$ cat src/rtl/clk_phase_pkg.sv
// Shared types and constants for the divided-clock phase controller.
// The phase register counts down; 000 is the last phase of a frame.
package clk_phase_pkg;

    typedef enum logic [1:0] {
        ST_IDLE   = 2'd0,
        ST_WARMUP = 2'd1,
        ST_RUN    = 2'd2,
        ST_DRAIN  = 2'd3
    } state_t;

    localparam int PHASE_W = 3;
    localparam logic [PHASE_W-1:0] PHASE_LAST  = 3'b000;
    localparam logic [PHASE_W-1:0] PHASE_FIRST = 3'b111;

    localparam logic [1:0] RATE_DIV2 = 2'd0;
    localparam logic [1:0] RATE_DIV4 = 2'd1;
    localparam logic [1:0] RATE_DIV8 = 2'd2;

    // Reserved encoding 3 falls through to the /8 strobe.
    function automatic logic rate_strobe(
        input logic [1:0] rate,
        input logic       c2,
        input logic       c4,
        input logic       c8
    );
        logic s;
        case (rate)
            RATE_DIV2: s = c2;
            RATE_DIV4: s = c4;
            default:   s = c8;
        endcase
        return s;
    endfunction

endpackage

$ cat src/rtl/clk_phase_ctrl_phase_div.sv
// Down-counting phase register in the /2,/4,/8 generator bit pattern,
// with clear/load/advance controls and registered-state strobe decodes.
module phase_div
    import clk_phase_pkg::*;
(
    input  logic               clk,
    input  logic               reset,
    input  logic               clear,
    input  logic               load,
    input  logic               adv,
    input  logic               active,
    output logic [PHASE_W-1:0] phase,
    output logic               ce_2,
    output logic               ce_4,
    output logic               ce_8
);

    logic [PHASE_W-1:0] ph;
    logic [PHASE_W-1:0] ph_dec;

    // Each bit toggles when all lower bits were 0.
    assign ph_dec = {ph[2] ^ (~ph[1] & ~ph[0]),
                     ph[1] ^ ~ph[0],
                     ~ph[0]};

    always_ff @(posedge clk) begin
        if (reset) begin
            ph <= PHASE_LAST;
        end else if (clear) begin
            ph <= PHASE_LAST;
        end else if (load) begin
            ph <= PHASE_FIRST;
        end else if (adv) begin
            ph <= ph_dec;
        end
    end

    assign phase = ph;
    assign ce_2  = active & ph[0];
    assign ce_4  = active & ph[1] & ph[0];
    assign ce_8  = active & ph[2] & ph[1] & ph[0];

endmodule

$ cat src/rtl/clk_phase_ctrl.sv
// Divided-clock domain controller: run/warm-up/drain sequencing and
// frame-aligned rate selection on top of the phase_div generator.
module clk_phase_ctrl
    import clk_phase_pkg::*;
#(
    parameter int WARMUP_FRAMES = 2
) (
    input  logic               clk,
    input  logic               reset,
    input  logic               en,
    input  logic               rate_req,
    input  logic [1:0]         rate_sel,
    output logic [PHASE_W-1:0] phase,
    output logic               ce_2,
    output logic               ce_4,
    output logic               ce_8,
    output logic               ce_sel,
    output logic               frame_start,
    output logic               locked,
    output logic               busy,
    output logic [1:0]         state
);

    localparam int CNT_W = $clog2(WARMUP_FRAMES + 1);
    localparam logic [CNT_W-1:0] CNT_DONE = CNT_W'(WARMUP_FRAMES);

    state_t           st;
    state_t           st_n;
    logic [CNT_W-1:0] cnt;
    logic [CNT_W-1:0] cnt_n;
    logic [CNT_W-1:0] cnt_inc;
    logic             ph_load;
    logic             ph_clr;
    logic             ph_adv;
    logic             at_last;
    logic             boundary;
    logic [1:0]       rate_act;
    logic [1:0]       rate_pend;

    phase_div u_phase_div (
        .clk    (clk),
        .reset  (reset),
        .clear  (ph_clr),
        .load   (ph_load),
        .adv    (ph_adv),
        .active (st != ST_IDLE),
        .phase  (phase),
        .ce_2   (ce_2),
        .ce_4   (ce_4),
        .ce_8   (ce_8)
    );

    assign at_last  = (phase == PHASE_LAST);
    assign cnt_inc  = cnt + CNT_W'(1);
    assign boundary = ph_adv & at_last;

    always_ff @(posedge clk) begin
        if (reset) begin
            st  <= ST_IDLE;
            cnt <= '0;
        end else begin
            st  <= st_n;
            cnt <= cnt_n;
        end
    end

    always_comb begin
        st_n    = st;
        cnt_n   = cnt;
        ph_load = 1'b0;
        ph_clr  = 1'b0;
        ph_adv  = 1'b0;
        unique case (st)
            ST_IDLE: begin
                if (en) begin
                    st_n    = ST_WARMUP;
                    ph_load = 1'b1;
                    cnt_n   = '0;
                end
            end
            ST_WARMUP: begin
                if (!en) begin
                    st_n   = ST_IDLE;
                    ph_clr = 1'b1;
                    cnt_n  = '0;
                end else begin
                    ph_adv = 1'b1;
                    if (at_last) begin
                        cnt_n = cnt_inc;
                        if (cnt_inc == CNT_DONE) begin
                            st_n = ST_RUN;
                        end
                    end
                end
            end
            ST_RUN: begin
                ph_adv = 1'b1;
                if (!en) begin
                    st_n = ST_DRAIN;
                end
            end
            ST_DRAIN: begin
                if (en) begin
                    st_n   = ST_RUN;
                    ph_adv = 1'b1;
                end else if (at_last) begin
                    st_n   = ST_IDLE;
                    ph_clr = 1'b1;
                end else begin
                    ph_adv = 1'b1;
                end
            end
        endcase
    end

    // Rate switches only where every strobe restarts, so ce_sel stays whole.
    always_ff @(posedge clk) begin
        if (reset) begin
            rate_act  <= RATE_DIV8;
            rate_pend <= RATE_DIV8;
            busy      <= 1'b0;
        end else if (st == ST_IDLE) begin
            if (rate_req) begin
                rate_act <= rate_sel;
            end
        end else if (ph_clr) begin
            if (rate_req) begin
                rate_act <= rate_sel;
            end else if (busy) begin
                rate_act <= rate_pend;
            end
            busy <= 1'b0;
        end else begin
            if (busy && boundary) begin
                rate_act <= rate_pend;
                busy     <= 1'b0;
            end
            if (rate_req) begin
                rate_pend <= rate_sel;
                busy      <= 1'b1;
            end
        end
    end

    assign ce_sel      = rate_strobe(rate_act, ce_2, ce_4, ce_8);
    assign frame_start = ce_8;
    assign locked      = (st == ST_RUN) || (st == ST_DRAIN);
    assign state       = st;

endmodule
$ cat config.mk
export PLATFORM = sky130hd
export DESIGN_NAME = clk_phase_ctrl
export DESIGN_NICKNAME = d
export VERILOG_FILES = /design/src/rtl/clk_phase_pkg.sv /design/src/rtl/clk_phase_ctrl_phase_div.sv /design/src/rtl/clk_phase_ctrl.sv
export SDC_FILE = /design/constraint.sdc
export NUM_CORES = 1
export LEC_CHECK = 0
export CAP_MARGIN = 5
export CORE_MARGIN = 3
export CORE_UTILIZATION = 40
export CTS_BUF_LIST = sky130_fd_sc_hd__clkbuf_4
export DETAILED_ROUTE_END_ITERATION = 10
export GPL_ROUTABILITY_DRIVEN = 0
export GPL_TIMING_DRIVEN = 0
export PLACE_DENSITY = 0.65
export REMOVE_ABC_BUFFERS = 1
export SLEW_MARGIN = 25
export SYNTH_ARGS = -nofsm -noshare
export SYNTH_HDL_FRONTEND = slang
export SYNTH_HIERARCHICAL = 1
export SYNTH_SLANG_ARGS = --single-unit
export TNS_END_PERCENT = 1
$ cat constraint.sdc
create_clock -name clk -period 3 [get_ports clk]
set_input_delay 0.75 -clock clk [delete_from_list [all_inputs] [get_ports clk]]
set_output_delay 0.75 -clock clk [all_outputs]
set_load 0.005 [all_outputs]
---- Yosys cells after proc, flatten, opt, wreduce, memory -nomap -nowiden ----
Cells that the tools add are included.
storage, ports and cells
  word-level logic and storage cells ...... 82
  input bits .............................. 6
  flip-flop bits (word level) ............. 12
  output and inout bits ................... 12
cells by class
  equal/unequal tests ..................... 12
  add/sub/neg operators ................... 1
  reduce and logical (&&, ||, !) cells .... 16
  muxes and demuxes ....................... 33
  bitwise logic cells ..................... 14
operators by type and width
  operator                                                               number
  2-bit two-way mux                                                      16
  3-bit inequality test, second input constant                           4
  1-bit two-way mux                                                      10
  3-bit AND reduction                                                    3
  1-bit bitwise AND                                                      8
  2-bit case mux with 4 select lines                                     1
  2-bit equality test, second input constant                             3
  3-bit two-way mux                                                      2
  2-bit inequality test, second input constant                           3
  2-bit nonzero test                                                     3
  3-bit nonzero test                                                     2
  5-bit AND reduction                                                    1
  2-bit by 1-bit equality test with 1-bit output, second input constant  2
  2-bit zero test                                                        2
  1-bit NOT                                                              4
  1-bit case mux with 2 select lines                                     2
  2-bit case mux with 2 select lines                                     1
  3-bit zero test                                                        1
  1-bit case mux with 3 select lines                                     1
  2-bit by 1-bit adder with 2-bit output, second input constant          1
  2-bit AND reduction                                                    1
  2-bit OR reduction                                                     1
  1-bit bitwise XOR                                                      2
  1-bit logical AND                                                      1
  1-bit logical OR                                                       1

---- Logic depth before layout (Yosys ltp) ----
Gate-level depths: netlist (run 1).
  word-level depth ........................ 9
  mapped depth ............................ 6
  mapped depth without buffers ............ 5

---- By module ----
The synthesis (run 1) kept the hierarchy.
modules (own cells, without submodules)
  module          sequential area each (µm²)  instances  area each (µm²)  cells each
  clk_phase_ctrl  180.2                       1          649.4            75
  phase_div       60.1                        1          163.9            18

---- Worst setup path before layout (run 1) ----
OpenSTA, ideal clock, no wires.
  kind .................................... register to output
  start ................................... register (tool-made name)
  end ..................................... output ce_sel
  slack ................................... 0.922 ns
  arrival ................................. 1.328 ns
  stages on the path, launching flop included .. 7
  data required time ...................... 2.250 ns
  path buffers ............................ 1
  cell sequence ........................... dfxtp_1 > buf_6 > or2_2 > and3_1 > and2_1 > nand2_1 > o21ai_0
RTL lines
  element           line                  RTL
  end: declaration  clk_phase_ctrl.sv:17  output logic ce_sel,

==> impl_metrics.env, run 1 <==
export IMPL_layout_common_cells="clkdlybuf4s50_1 (17), dfxtp_1 (10), nor2_1 (9)"
export IMPL_start_util=0.447
export IMPL_ir_drop_mv=0.252
export IMPL_yosys_warnings=6
export IMPL_cts_tree="yes"
export IMPL_synth_cells=93
export IMPL_power_leakage_uw=0.000379
export IMPL_fp_row_count=15
export IMPL_drc_errors=0
export IMPL_via_count=725
export IMPL_clk_pin_slew_ns=0.08
export IMPL_finalMaxSlewViolations=0
export IMPL_min_delay_start="cnt[1]"
export IMPL_die_h_um=51.1
export IMPL_slowest_delay_ns=0.45
export IMPL_timing_fmax_ghz=0.364
export IMPL_totalPowerFinal_uw=372
export IMPL_drtAntennaViolNets=0
export IMPL_syn_avg_cell_area_um2=8.74
export IMPL_syn_area_um2=813
export IMPL_final_common_cell="clkdlybuf4s50_1"
export IMPL_post_dp_cell_area_um2=951
export IMPL_final_hold_viol_count=0
export IMPL_critPathBufInv=1
export IMPL_final_area_um2=980
export IMPL_worstPathCellList="or2_2 > and3_1 > and2_1 > nand2_1 > o21ai_0 > clkdlybuf4s50_1"
export IMPL_antennaDiodeCount=0
export IMPL_final_nets=116
export IMPL_drive_gt1_frac=0.131
export IMPL_hold_path_depth=2
export IMPL_dp_hpwl_mm=1.31
export IMPL_portBuffers=17
export IMPL_arrival_ns=2.00
export IMPL_period_minus_slack_ns=2.75
export IMPL_worstSkewPairLatency_ns=0.28
export IMPL_hold_class="flop to flop"
export IMPL_antenna_found_initial=0
export IMPL_yosysSeqAreaShare=0.295
export IMPL_clock_tree_root_cell="clkbuf_4"
export IMPL_powerDensity_mw_per_mm2=380
export IMPL_coreArea_mm2=0.00182
export IMPL_yosys_register_bits=12
export IMPL_clk_path_buf_depth=2
export IMPL_path_class="flop to output pin"
export IMPL_cts_buffers=3
export IMPL_final_util=0.538
export IMPL_firstDrtPassIters=4
export IMPL_grt_pass1_wl_mm=3.17
export IMPL_synth_enable_flop_cells=0
export IMPL_crit_path_max_fanout=16
export IMPL_cap_viol_max_count=0
export IMPL_finalWirelength_mm=1.80
export IMPL_dieArea_mm2=0.00261
export IMPL_synthDistinctLibCells=44
export IMPL_place_ws_ns=0.335
export IMPL_reg2reg_depth=4
export IMPL_cts_setup_buffers=0
export IMPL_r2r_slack_ns=1.03
export IMPL_critical_path_slowest_cell="clkdlybuf4s50_1"
export IMPL_outcome="finished clean"
export IMPL_min_period_over_period=0.915
export IMPL_r2r_end="rate_act[0]"
export IMPL_die_w_um=51.1
export IMPL_area_growth_pct=20.5
export IMPL_route_detailed_wl_per_inst_um=13.7
export IMPL_cts_resized=0
export IMPL_tightest_slew_ns=0.489
export IMPL_grt_max_degree=17
export IMPL_num_fill_cells=189
export IMPL_ctsHtreeMaxLevel=1
export IMPL_grt_pass1_vias=701
export IMPL_vias_per_cell=5.49
export IMPL_critPathTopFamily="simple AND/OR/NAND/NOR gates"
export IMPL_cp_required_ns=2.25
export IMPL_cts_sinks=12
export IMPL_skew_ns=0.00488
export IMPL_setup_viol=0
export IMPL_rsz0062_at_grt="no"
export IMPL_cp_end_kind="output pin"
export IMPL_grt_util_all_layers=0.159
export IMPL_drtIter0Drc=14
export IMPL_tns_ns=0
export IMPL_ios=18
export IMPL_relSlewSlack=0.669
export IMPL_fin_ws_ns=0.255
export IMPL_rr_startpoint="u_phase_div/phase[1]"
export IMPL_startpoint_type="flop"
export IMPL_holdBufCountCts=0
export IMPL_overflow=0
export IMPL_holdPathEnd="cnt[1]"
export IMPL_synthFlopType="dfxtp_1"
export IMPL_synthArstFlopShare=0
[through the flow]
stage	hold WS, ns	cells
6_report	0.491	132
5_1_grt	0.563	132
3_3_place_gp	0.470	128
2_1_floorplan	0.454	86
4_1_cts	0.501	132
3_5_place_dp	0.481	128
[logic make-up after synthesis]
kind of cell | Yosys count | share of synthesized area
buffers and inverters | 14 | 0.111
adder cells (fa/ha/maj) | 2 | 0.0308
AND/OR/NAND/NOR | 31 | 0.226
XOR/XNOR | 1 | 0.0108
flip-flops | 12 | 0.295
AO/OA/AOI/OAI | 29 | 0.271
multiplexers | 4 | 0.0554
[power by group]
group | internal (µW) | total (µW) | switching [µW]
clock network | 48.2 | 106 | 57.3
logic | 45.8 | 81.3 | 35.5
registers | 169 | 185 | 16.8
[layer usage]
metal  share of wire  global-route usage  up-vias
met3           0.053              0.0554        2
met4          0.0067              0.0224        0
met5               0                   0        -
li1                -                   -      372
met1            0.49               0.227      330
met2            0.45               0.232       21
[sequential cells by signal (all words and copies together) (netlist names), named ones only]
name	cells
busy	1
cnt	2
rate_act	2
rate_pend	2
state	1
u_phase_div/phase	3
[cells in the mapped netlist, drive strengths merged (2+ instances only)]
library cell | number | area [µm²]
a2111oi | 2 | 17.5
a211oi | 2 | 15.0
a21oi | 5 | 25.0
a22o | 3 | 27.5
a32oi | 2 | 17.5
and2 | 2 | 12.5
and3 | 2 | 12.5
buf | 6 | 60.1
dfxtp | 12 | 240
ha | 2 | 25.0
inv | 7 | 26.3
mux2i | 3 | 30.0
nand2 | 3 | 11.3
nor2 | 9 | 33.8
nor2b | 2 | 12.5
nor3 | 2 | 10.0
o21a | 2 | 15.0
o21ai | 2 | 10.0
o21bai | 2 | 15.0
or2b | 2 | 16.3
or4b | 2 | 23.8
[cell type report]
class | count | area (µm²) | share of cell area
multi-input cells | 67 | 483 | 0.493
flip-flops and latches | 12 | 243 | 0.248
repair buffers | 17 | 170 | 0.174
well taps | 25 | 31.3 | 0.0319
inverters | 7 | 26.3 | 0.0268
clock buffers | 3 | 22.5 | 0.0230
clock inverters | 1 | 3.75 | 0.00383
[worst max-delay path by stage]
stage                  endpoint  slack, ns  cells after the start
global placement    rate_act[0]       0.35                      5
finish                   ce_sel       0.25                      6
detailed placement  rate_act[0]       0.33                      5
CTS                      ce_sel       0.09                      6
global route             ce_sel       0.12                      6
floorplan                ce_sel       0.94                      5
[worst reg2reg max path, stage by stage, from the launching register on]
cell     delay [ns]
dfxtp_1        0.41
or4b_4         0.58
a22o_1         0.28
mux2_4         0.31
o311a_1        0.28
No activity file was read; power rests on OpenSTA's default activity.
==> inputs of run 2 (changes only) <==
Settings changed: REMOVE_ABC_BUFFERS 1 to not set.
==> run 2 against run 1 <==
Net effect:
- sequential power hardly changed
- final cell count is 3.0% higher
- die area stayed put
- final area is 3.8% higher
- global-route usage is 0.29 points higher
- register-to-register slack worse by 0.11 ns
- hold slack better by 0.0083 ns
- first-iteration DRC count is 14% lower
- clock-buffer cell count stayed put
- setup slack worse by 0.11 ns
- critical endpoint unchanged
==> impl_metrics.env, run 2 (synthesized netlist as in run 1, its figures left out) <==
export IMPL_route_detailed_wl_per_inst_um=14.0
export IMPL_final_nets=121
export IMPL_path_class="flop to output pin"
export IMPL_grt_max_degree=12
export IMPL_totalPowerFinal_uw=374
export IMPL_final_common_cell="clkdlybuf4s50_1"
export IMPL_die_h_um=51.1
export IMPL_dp_hpwl_mm=1.39
export IMPL_antenna_found_initial=0
export IMPL_setup_viol=0
export IMPL_clk_pin_slew_ns=0.08
export IMPL_timing_fmax_ghz=0.351
export IMPL_clk_path_buf_depth=2
export IMPL_cap_viol_max_count=0
export IMPL_firstDrtPassIters=4
export IMPL_synth_fp_nets=101
export IMPL_start_util=0.447
export IMPL_layout_common_cells="clkdlybuf4s50_1 (15), dfxtp_1 (12), nor2_1 (9)"
export IMPL_post_dp_cell_area_um2=995
export IMPL_startpoint_type="flop"
export IMPL_holdBufCountCts=0
export IMPL_cts_resized=0
export IMPL_r2r_slack_ns=0.92
export IMPL_coreArea_mm2=0.00182
export IMPL_rsz0062_at_grt="no"
export IMPL_min_period_over_period=0.950
export IMPL_relSlewSlack=0.665
export IMPL_ctsHtreeMaxLevel=1
export IMPL_hold_class="flop to flop"
export IMPL_cts_buffers=3
export IMPL_drive_gt1_frac=0.162
export IMPL_area_growth_pct=25.1
export IMPL_largest_reg_flops=3
export IMPL_hold_path_depth=2
export IMPL_clock_tree_root_cell="clkbuf_4"
export IMPL_arrival_ns=2.10
export IMPL_reg2reg_depth=4
export IMPL_grt_pass1_wl_mm=3.22
export IMPL_cp_end_kind="output pin"
export IMPL_holdPathEnd="cnt[1]"
export IMPL_drtAntennaViolNets=0
export IMPL_drtIter0Drc=12
export IMPL_antennaDiodeCount=0
export IMPL_tns_ns=0
export IMPL_powerDensity_mw_per_mm2=368
export IMPL_grt_util_all_layers=0.162
export IMPL_portBuffers=15
export IMPL_num_fill_cells=176
export IMPL_ios=18
export IMPL_cts_setup_buffers=0
export IMPL_dieArea_mm2=0.00261
export IMPL_cts_sinks=12
export IMPL_r2r_end="rate_act[1]"
export IMPL_skew_ns=0.00371
export IMPL_finalMaxSlewViolations=0
export IMPL_tightest_slew_ns=0.489
export IMPL_final_hold_viol_count=0
export IMPL_period_minus_slack_ns=2.85
export IMPL_via_count=773
export IMPL_crit_path_max_fanout=10
export IMPL_min_delay_start="cnt[1]"
export IMPL_cp_required_ns=2.25
export IMPL_fp_row_count=15
export IMPL_finalWirelength_mm=1.91
export IMPL_power_leakage_uw=0.000405
export IMPL_vias_per_cell=5.68
export IMPL_overflow=0
export IMPL_final_area_mm2=0.00102
export IMPL_die_w_um=51.1
export IMPL_worstSkewPairLatency_ns=0.28
export IMPL_ir_drop_mv=0.226
export IMPL_grt_pass1_vias=735
export IMPL_outcome="finished clean"
export IMPL_cts_tree="yes"
export IMPL_rr_startpoint="u_phase_div/phase[0]"
export IMPL_drc_errors=0
[run 2: cell types whose count changed in the layout (fill, tap and decap cells not counted)]
cell and delta:
buf_4 +2, buf_6 +4, clkbuf_1 +1, dfxtp_1 +2
clkinv_1 -1, dfxtp_2 -2, clkdlybuf4s50_1 -2
[run 2: where the power goes]
group / switching (µW) / internal (µW)
sequential: 15.4 / 168
clock: 57.3 / 46.6
combinational: 37.8 / 48.8
[run 2: worst max path at each step]
stage | end | slack (ns)
after floorplan | ce_sel | 0.92
after global placement | ce_sel | 0.46
after detailed placement | ce_sel | 0.44
after CTS | ce_sel | 0.13
after global routing | ce_sel | 0.007
final | ce_sel | 0.15
[run 2: routing by layer]
layer | vias up | wire [µm] | track usage
met5 | - | 0 | 0
met4 | 0 | 45 | 0.0852
met3 | 5 | 78 | 0.0204
met2 | 20 | 888 | 0.258
met1 | 367 | 897 | 0.211
li1 | 381 | - | -
[run 2: layout make-up]
cell class / count / area [µm²] / share of cell area
well taps: 25 / 31.3 / 0.0308
multi-input cells: 67 / 483 / 0.475
inverters: 7 / 26.3 / 0.0258
flip-flops and latches: 12 / 240 / 0.236
repair buffers: 15 / 150 / 0.148
plain buffers: 7 / 63.8 / 0.0627
clock buffers: 3 / 22.5 / 0.0221
[run 2: metrics by stage]
step	instances	hold slack (ns)	worst slack (ns)	utilization
after floorplan	93	0.454	0.922	-
after global placement	133	0.469	0.457	0.546
after detailed placement	133	0.480	0.442	0.546
after CTS	136	0.499	0.127	0.559
after global routing	136	0.533	0.00672	0.559
final	136	0.500	0.149	0.559
[run 2: critical path: stages (launching register included)]
cell             delay, ns
dfxtp_1               0.37
buf_6                 0.16
or2_2                 0.32
and3_1                0.21
and2_1                0.18
nand2_1               0.06
o21ai_0               0.07
clkdlybuf4s50_1       0.44
==> inputs of run 3 (changes only) <==
Settings changed: CORE_ASPECT_RATIO set to 1.4.
==> run 3 against run 2 <==
Net effect:
- flip-flop and latch count is the same
- clock-buffer cell count unchanged
- setup slack improved by 0.019 ns
- global-route usage grew 0.25 points
- sequential power hardly changed
- clock skew increased by 0.0012 ns
- die area grew 0.30%
- wire length decreased by 0.79%
- largest power group unchanged
- total power up 0.80%
==> impl_metrics.env, run 3 (synthesized netlist as in run 1, its figures left out) <==
export IMPL_outcome="finished clean"
export IMPL_hold_class="flop to flop"
export IMPL_grt_pass1_wl_mm=3.24
export IMPL_rsz0062_at_grt="no"
export IMPL_antenna_found_initial=0
export IMPL_num_fill_cells=190
export IMPL_ctsHtreeMaxLevel=1
export IMPL_firstDrtPassIters=4
export IMPL_cap_viol_max_count=0
export IMPL_timing_fmax_ghz=0.353
export IMPL_drtIter0Drc=10
export IMPL_tns_ns=0
export IMPL_grt_pass1_vias=743
export IMPL_drive_gt1_frac=0.170
export IMPL_powerDensity_mw_per_mm2=371
export IMPL_drtAntennaViolNets=0
export IMPL_portBuffers=15
export IMPL_path_class="flop to output pin"
export IMPL_clk_path_buf_depth=2
export IMPL_finalWirelength_mm=1.90
export IMPL_final_util=0.550
export IMPL_arrival_ns=2.08
export IMPL_crit_path_max_fanout=10
export IMPL_fp_row_count=18
export IMPL_drc_errors=0
export IMPL_synth_fp_nets=101
export IMPL_grt_use_met1=0.202
export IMPL_final_hold_viol_count=0
export IMPL_power_leakage_uw=0.000407
export IMPL_cts_setup_buffers=0
export IMPL_area_growth_pct=24.9
export IMPL_ios=18
export IMPL_final_common_cell="clkdlybuf4s50_1"
export IMPL_final_nets=121
export IMPL_antennaDiodeCount=0
export IMPL_route_detailed_wl_per_inst_um=14.4
export IMPL_ir_drop_mv=0.179
export IMPL_largest_reg_flops=3
export IMPL_overflow=0
export IMPL_grtUsageMet2=0.279
export IMPL_finalMaxSlewViolations=0
export IMPL_top_usage_layer="met2"
export IMPL_dieArea_mm2=0.00262
export IMPL_cts_buffers=3
export IMPL_dp_hpwl_mm=1.36
export IMPL_tightest_slew_ns=0.456
export IMPL_cts_tree="yes"
export IMPL_startpoint_type="flop"
export IMPL_holdBufCountCts=0
export IMPL_skew_ns=0.00489
export IMPL_cts_sinks=12
export IMPL_start_util=0.440
export IMPL_coreArea_mm2=0.00185
export IMPL_die_w_um=44.1
export IMPL_vias_per_cell=5.86
export IMPL_fin_ws_ns=0.168
export IMPL_place_ws_ns=0.415
export IMPL_worstSkewPairLatency_ns=0.28
export IMPL_use_met3=0.0182
export IMPL_grt_util_all_layers=0.164
export IMPL_die_h_um=59.4
export IMPL_relSlewSlack=0.688
export IMPL_cp_end_kind="output pin"
export IMPL_grt_max_degree=12
export IMPL_cp_required_ns=2.25
export IMPL_clk_pin_slew_ns=0.08
export IMPL_via_count=773
export IMPL_period_minus_slack_ns=2.83
export IMPL_clock_tree_root_cell="clkbuf_4"
export IMPL_setup_viol=0
export IMPL_min_period_over_period=0.944
export IMPL_layout_common_cells="clkdlybuf4s50_1 (15), dfxtp_1 (11), nor2_1 (9)"
run 3: changes by cell type in the layout (fill, tap and decap cells not counted):
cell,before,now
dfxtp_1,12,11
clkinv_1,0,1
dfxtp_2,0,1
run 3: area by class of cell:
class,instances,area (µm²),share of cell area
well taps,20,25.0,0.0246
clock buffers,3,22.5,0.0222
flip-flops and latches,12,241,0.238
clock inverters,1,3.75,0.00369
inverters,7,26.3,0.0259
multi-input cells,67,483,0.475
plain buffers,7,63.8,0.0628
repair buffers,15,150,0.148
run 3: routing by layer:
layer  wire length [µm]  vias to the layer above  part of all wire
li1                   -                      380                 -
met1                867                      371              0.46
met2                927                       17              0.49
met3                 63                        5             0.033
met4                 37                        0             0.020
met5                  0                        -                 0
run 3: where the power goes:
| part | switching, µW | internal (µW) |
|---|---|---|
| Clock | 58.4 | 48.3 |
| Combinational | 38.1 | 49.0 |
| Sequential | 15.2 | 168 |
| Total | 112 | 266 |
run 3: through the flow:
stage | hold WS [ns] | cell area, µm² | cells | total power (µW)
6_report | 0.505 | 1020 | 132 | 377
5_1_grt | 0.521 | 1020 | 132 | 397
4_1_cts | 0.508 | 1010 | 132 | 381
3_5_place_dp | 0.485 | 988 | 128 | 274
3_3_place_gp | 0.491 | 988 | 128 | 272
2_1_floorplan | 0.454 | 813 | 93 | 242
run 3: final timing paths:
| check | startpoint | end | slack (ns) | cells after the start |
|---|---|---|---|---|
| worst max register to register | u_phase_div/phase[0] | rate_act[1] | 0.96 | 4 |
| worst min-delay path | cnt[1] | cnt[1] | 0.50 | 2 |
| worst min register to register | cnt[1] | cnt[1] | 0.50 | 2 |
| worst max-delay path | flop | ce_sel | 0.17 | 7 |
run 3: worst max-delay path: stages, from the launching register on:
cell,delay (ns)
dfxtp_2,0.37
buf_6,0.15
or2_2,0.31
and3_1,0.21
and2_1,0.18
nand2_1,0.06
o21ai_0,0.06
clkdlybuf4s50_1,0.45
run 3: repair_timing:
action                                  in CTS  in global routing
resized for setup                            0                  1
endpoints found under the hold margin        0                  0
endpoints found under the setup margin       0                  1
==> edit: new RTL, settings of run 3 <==
Change the parameter `WARMUP_FRAMES` from 2 to 4.
--- a/src/rtl/clk_phase_ctrl.sv
+++ b/src/rtl/clk_phase_ctrl.sv
@@ -3,7 +3,7 @@
 module clk_phase_ctrl
     import clk_phase_pkg::*;
 #(
-    parameter int WARMUP_FRAMES = 2
+    parameter int WARMUP_FRAMES = 4
 ) (
     input  logic               clk,
     input  logic               reset,
Formal check against the unedited RTL: no difference found for any inputs over 10 cycles, from zero or initial values and one cycle with reset high; that may be too few to reach the edited logic, so the function may still have changed.
==> edit against run 3 <==
- total power up 8.9%
- routed wire length rose by 4.9%
- core utilization is 0.90 points lower
- synthesized area increased by 7.8%
- clock skew rose by 1.8 ps
- worst setup slack better by 43 ps
- sequential cell count up 1
- non-clock buffer count rose by 2
- cell count grew 13%
- cell area up 7.6%
- sequential share of layout area is essentially flat
- global-route usage fell by 0.55 points
- critical path type unchanged
- largest power group unchanged
- highest routed layer unchanged
==> edit: results (changes against run 3) <==
Logic synthesis
  – Post-synthesis cell type count: 38 (-14%)
  – Post-synthesis mux area share: 6.847% (+1.3 points)
  – Top cells by count, synth: dfxtp_1 (13), nor2_1 (10), nand2_1 (7), mux2i_1 (6)
  – Mapped Nets: 117 (+16%)
  – Complex-gate fraction of the synthesized area: 23.68% (-3.4 points)
  – Area share of fa/ha/maj cells after synthesis: 4.280% (+1.2 points)
  – Avg Cell Area, Syn: 8.121 µm² (-7.1%)
  – Post-synthesis sequential area ratio: 29.67% (+0.13 points)
  – Largest cells by area after synthesis: dfxtp_1 (30%), mux2i_1 (6.8%), ha_1 (4.3%)
  – Post-synthesis xor/xnor area fraction: 2.996% (+1.9 points)

Power and ir drop
  – Reg power frac: 48.0% (-0.6 points)
  – Pint: 291.9 µW (+9.9%)
  – Cell Pwr Density: 375.7 nW/µm² (+1.2%)
  – Leakage: 0.4225 nW (+3.8%)
  – Max VDD drop: 234.6 µV (+31%)
  – Clock power share: 29.0% (+0.7 points)

Global route
  – Largest net degree at the start of global routing: 11 (-1)
  – Vias in the first global route: 748 (+0.67%)
  – First-pass GRT wire length: 3346 µm (+3.4%)
  – All-Layer GR Usage: 15.87% (-0.55 points)

Final layout
  – #MultiIn Comb: 82 (+22%)
  – Layout Cells excl Fill: 149 (+13%)
  – Filler Cells Inserted: 194 (+2.1%)
  – Buffers, non-clock: 24 (+9.1%)
  – Clk cell area share: 2.746% (+0.16 points)
  – Clock Buffer Count: 4 (+1)
  – Fraction of layout cells with a size suffix above 1: 8.594% (-8.4 points)
  – FF/Latch Area: 260.3 µm² (+7.8%)
  – FFs & Latches: 13 (+1)
  – Area Overhead vs Synth: 24.68%
  – Final #Nets: 138 (+14%)
  – Signal buffers share of area: 18.08% (-3.0 points)

Detailed routing
  – 1st-iter DRT viols: 11 (+1)
  – Routed WL per cell: 13.34 µm (-7.1%)
  – Via count: 836 (+8.2%)

Placement
  – HPWL after DPL: 1541 µm (+14%)
  – Placed instance count: 145 (+13%)
  – Dpl ws: 486.5 ps (+71.56 ps)
  – Dpl cell area: 1064 µm² (+7.6%)
  – I/O Buffers: 16 (+1)

Worst setup path
  – Crit path DAT: 2040 ps (-40 ps)
  – Flop2flop setup slack: 1220 ps (+260 ps)
  – CP max FO: 7 (-3)

Status
  – Status: complete, no violations

Timing
  – Slew of the pin with the lowest slew margin: 429.0 ps (-26.71 ps)
  – FMAX: 0.3585 GHz (+1.5%)
[edit: worst paths after layout]
kind	from	endpoint	cells past startpoint
max reg2reg	u_phase_div/phase[0]	u_phase_div/phase[2]	5
max	flop	ce_sel	7
min reg2reg	cnt[1]	cnt[1]	2
min	cnt[1]	cnt[1]	2
[edit: per-stage QoR]
step / utilization [%] / total power, mW / hold WS, ps
final: 54.12 / 0.4109 / 497.8
after CTS: 54.12 / 0.4134 / 503.3
after detailed placement: 52.63 / 0.2955 / 493.9
after global placement: 52.63 / 0.2927 / 466.9
after global routing: 54.12 / 0.4325 / 540.2
after floorplan: - / 0.2583 / 454.8
[edit: layer usage]
metal  vias to the layer above  part of all wire, %  track usage, %  wire length, µm
li1                        429                    -               -                -
met1                       380                   44           19.72              867
met2                        23                   50           26.75             1003
met3                         4                  4.7           1.754               93
met4                         0                  1.2           7.531               23
met5                         -                    0               0                0
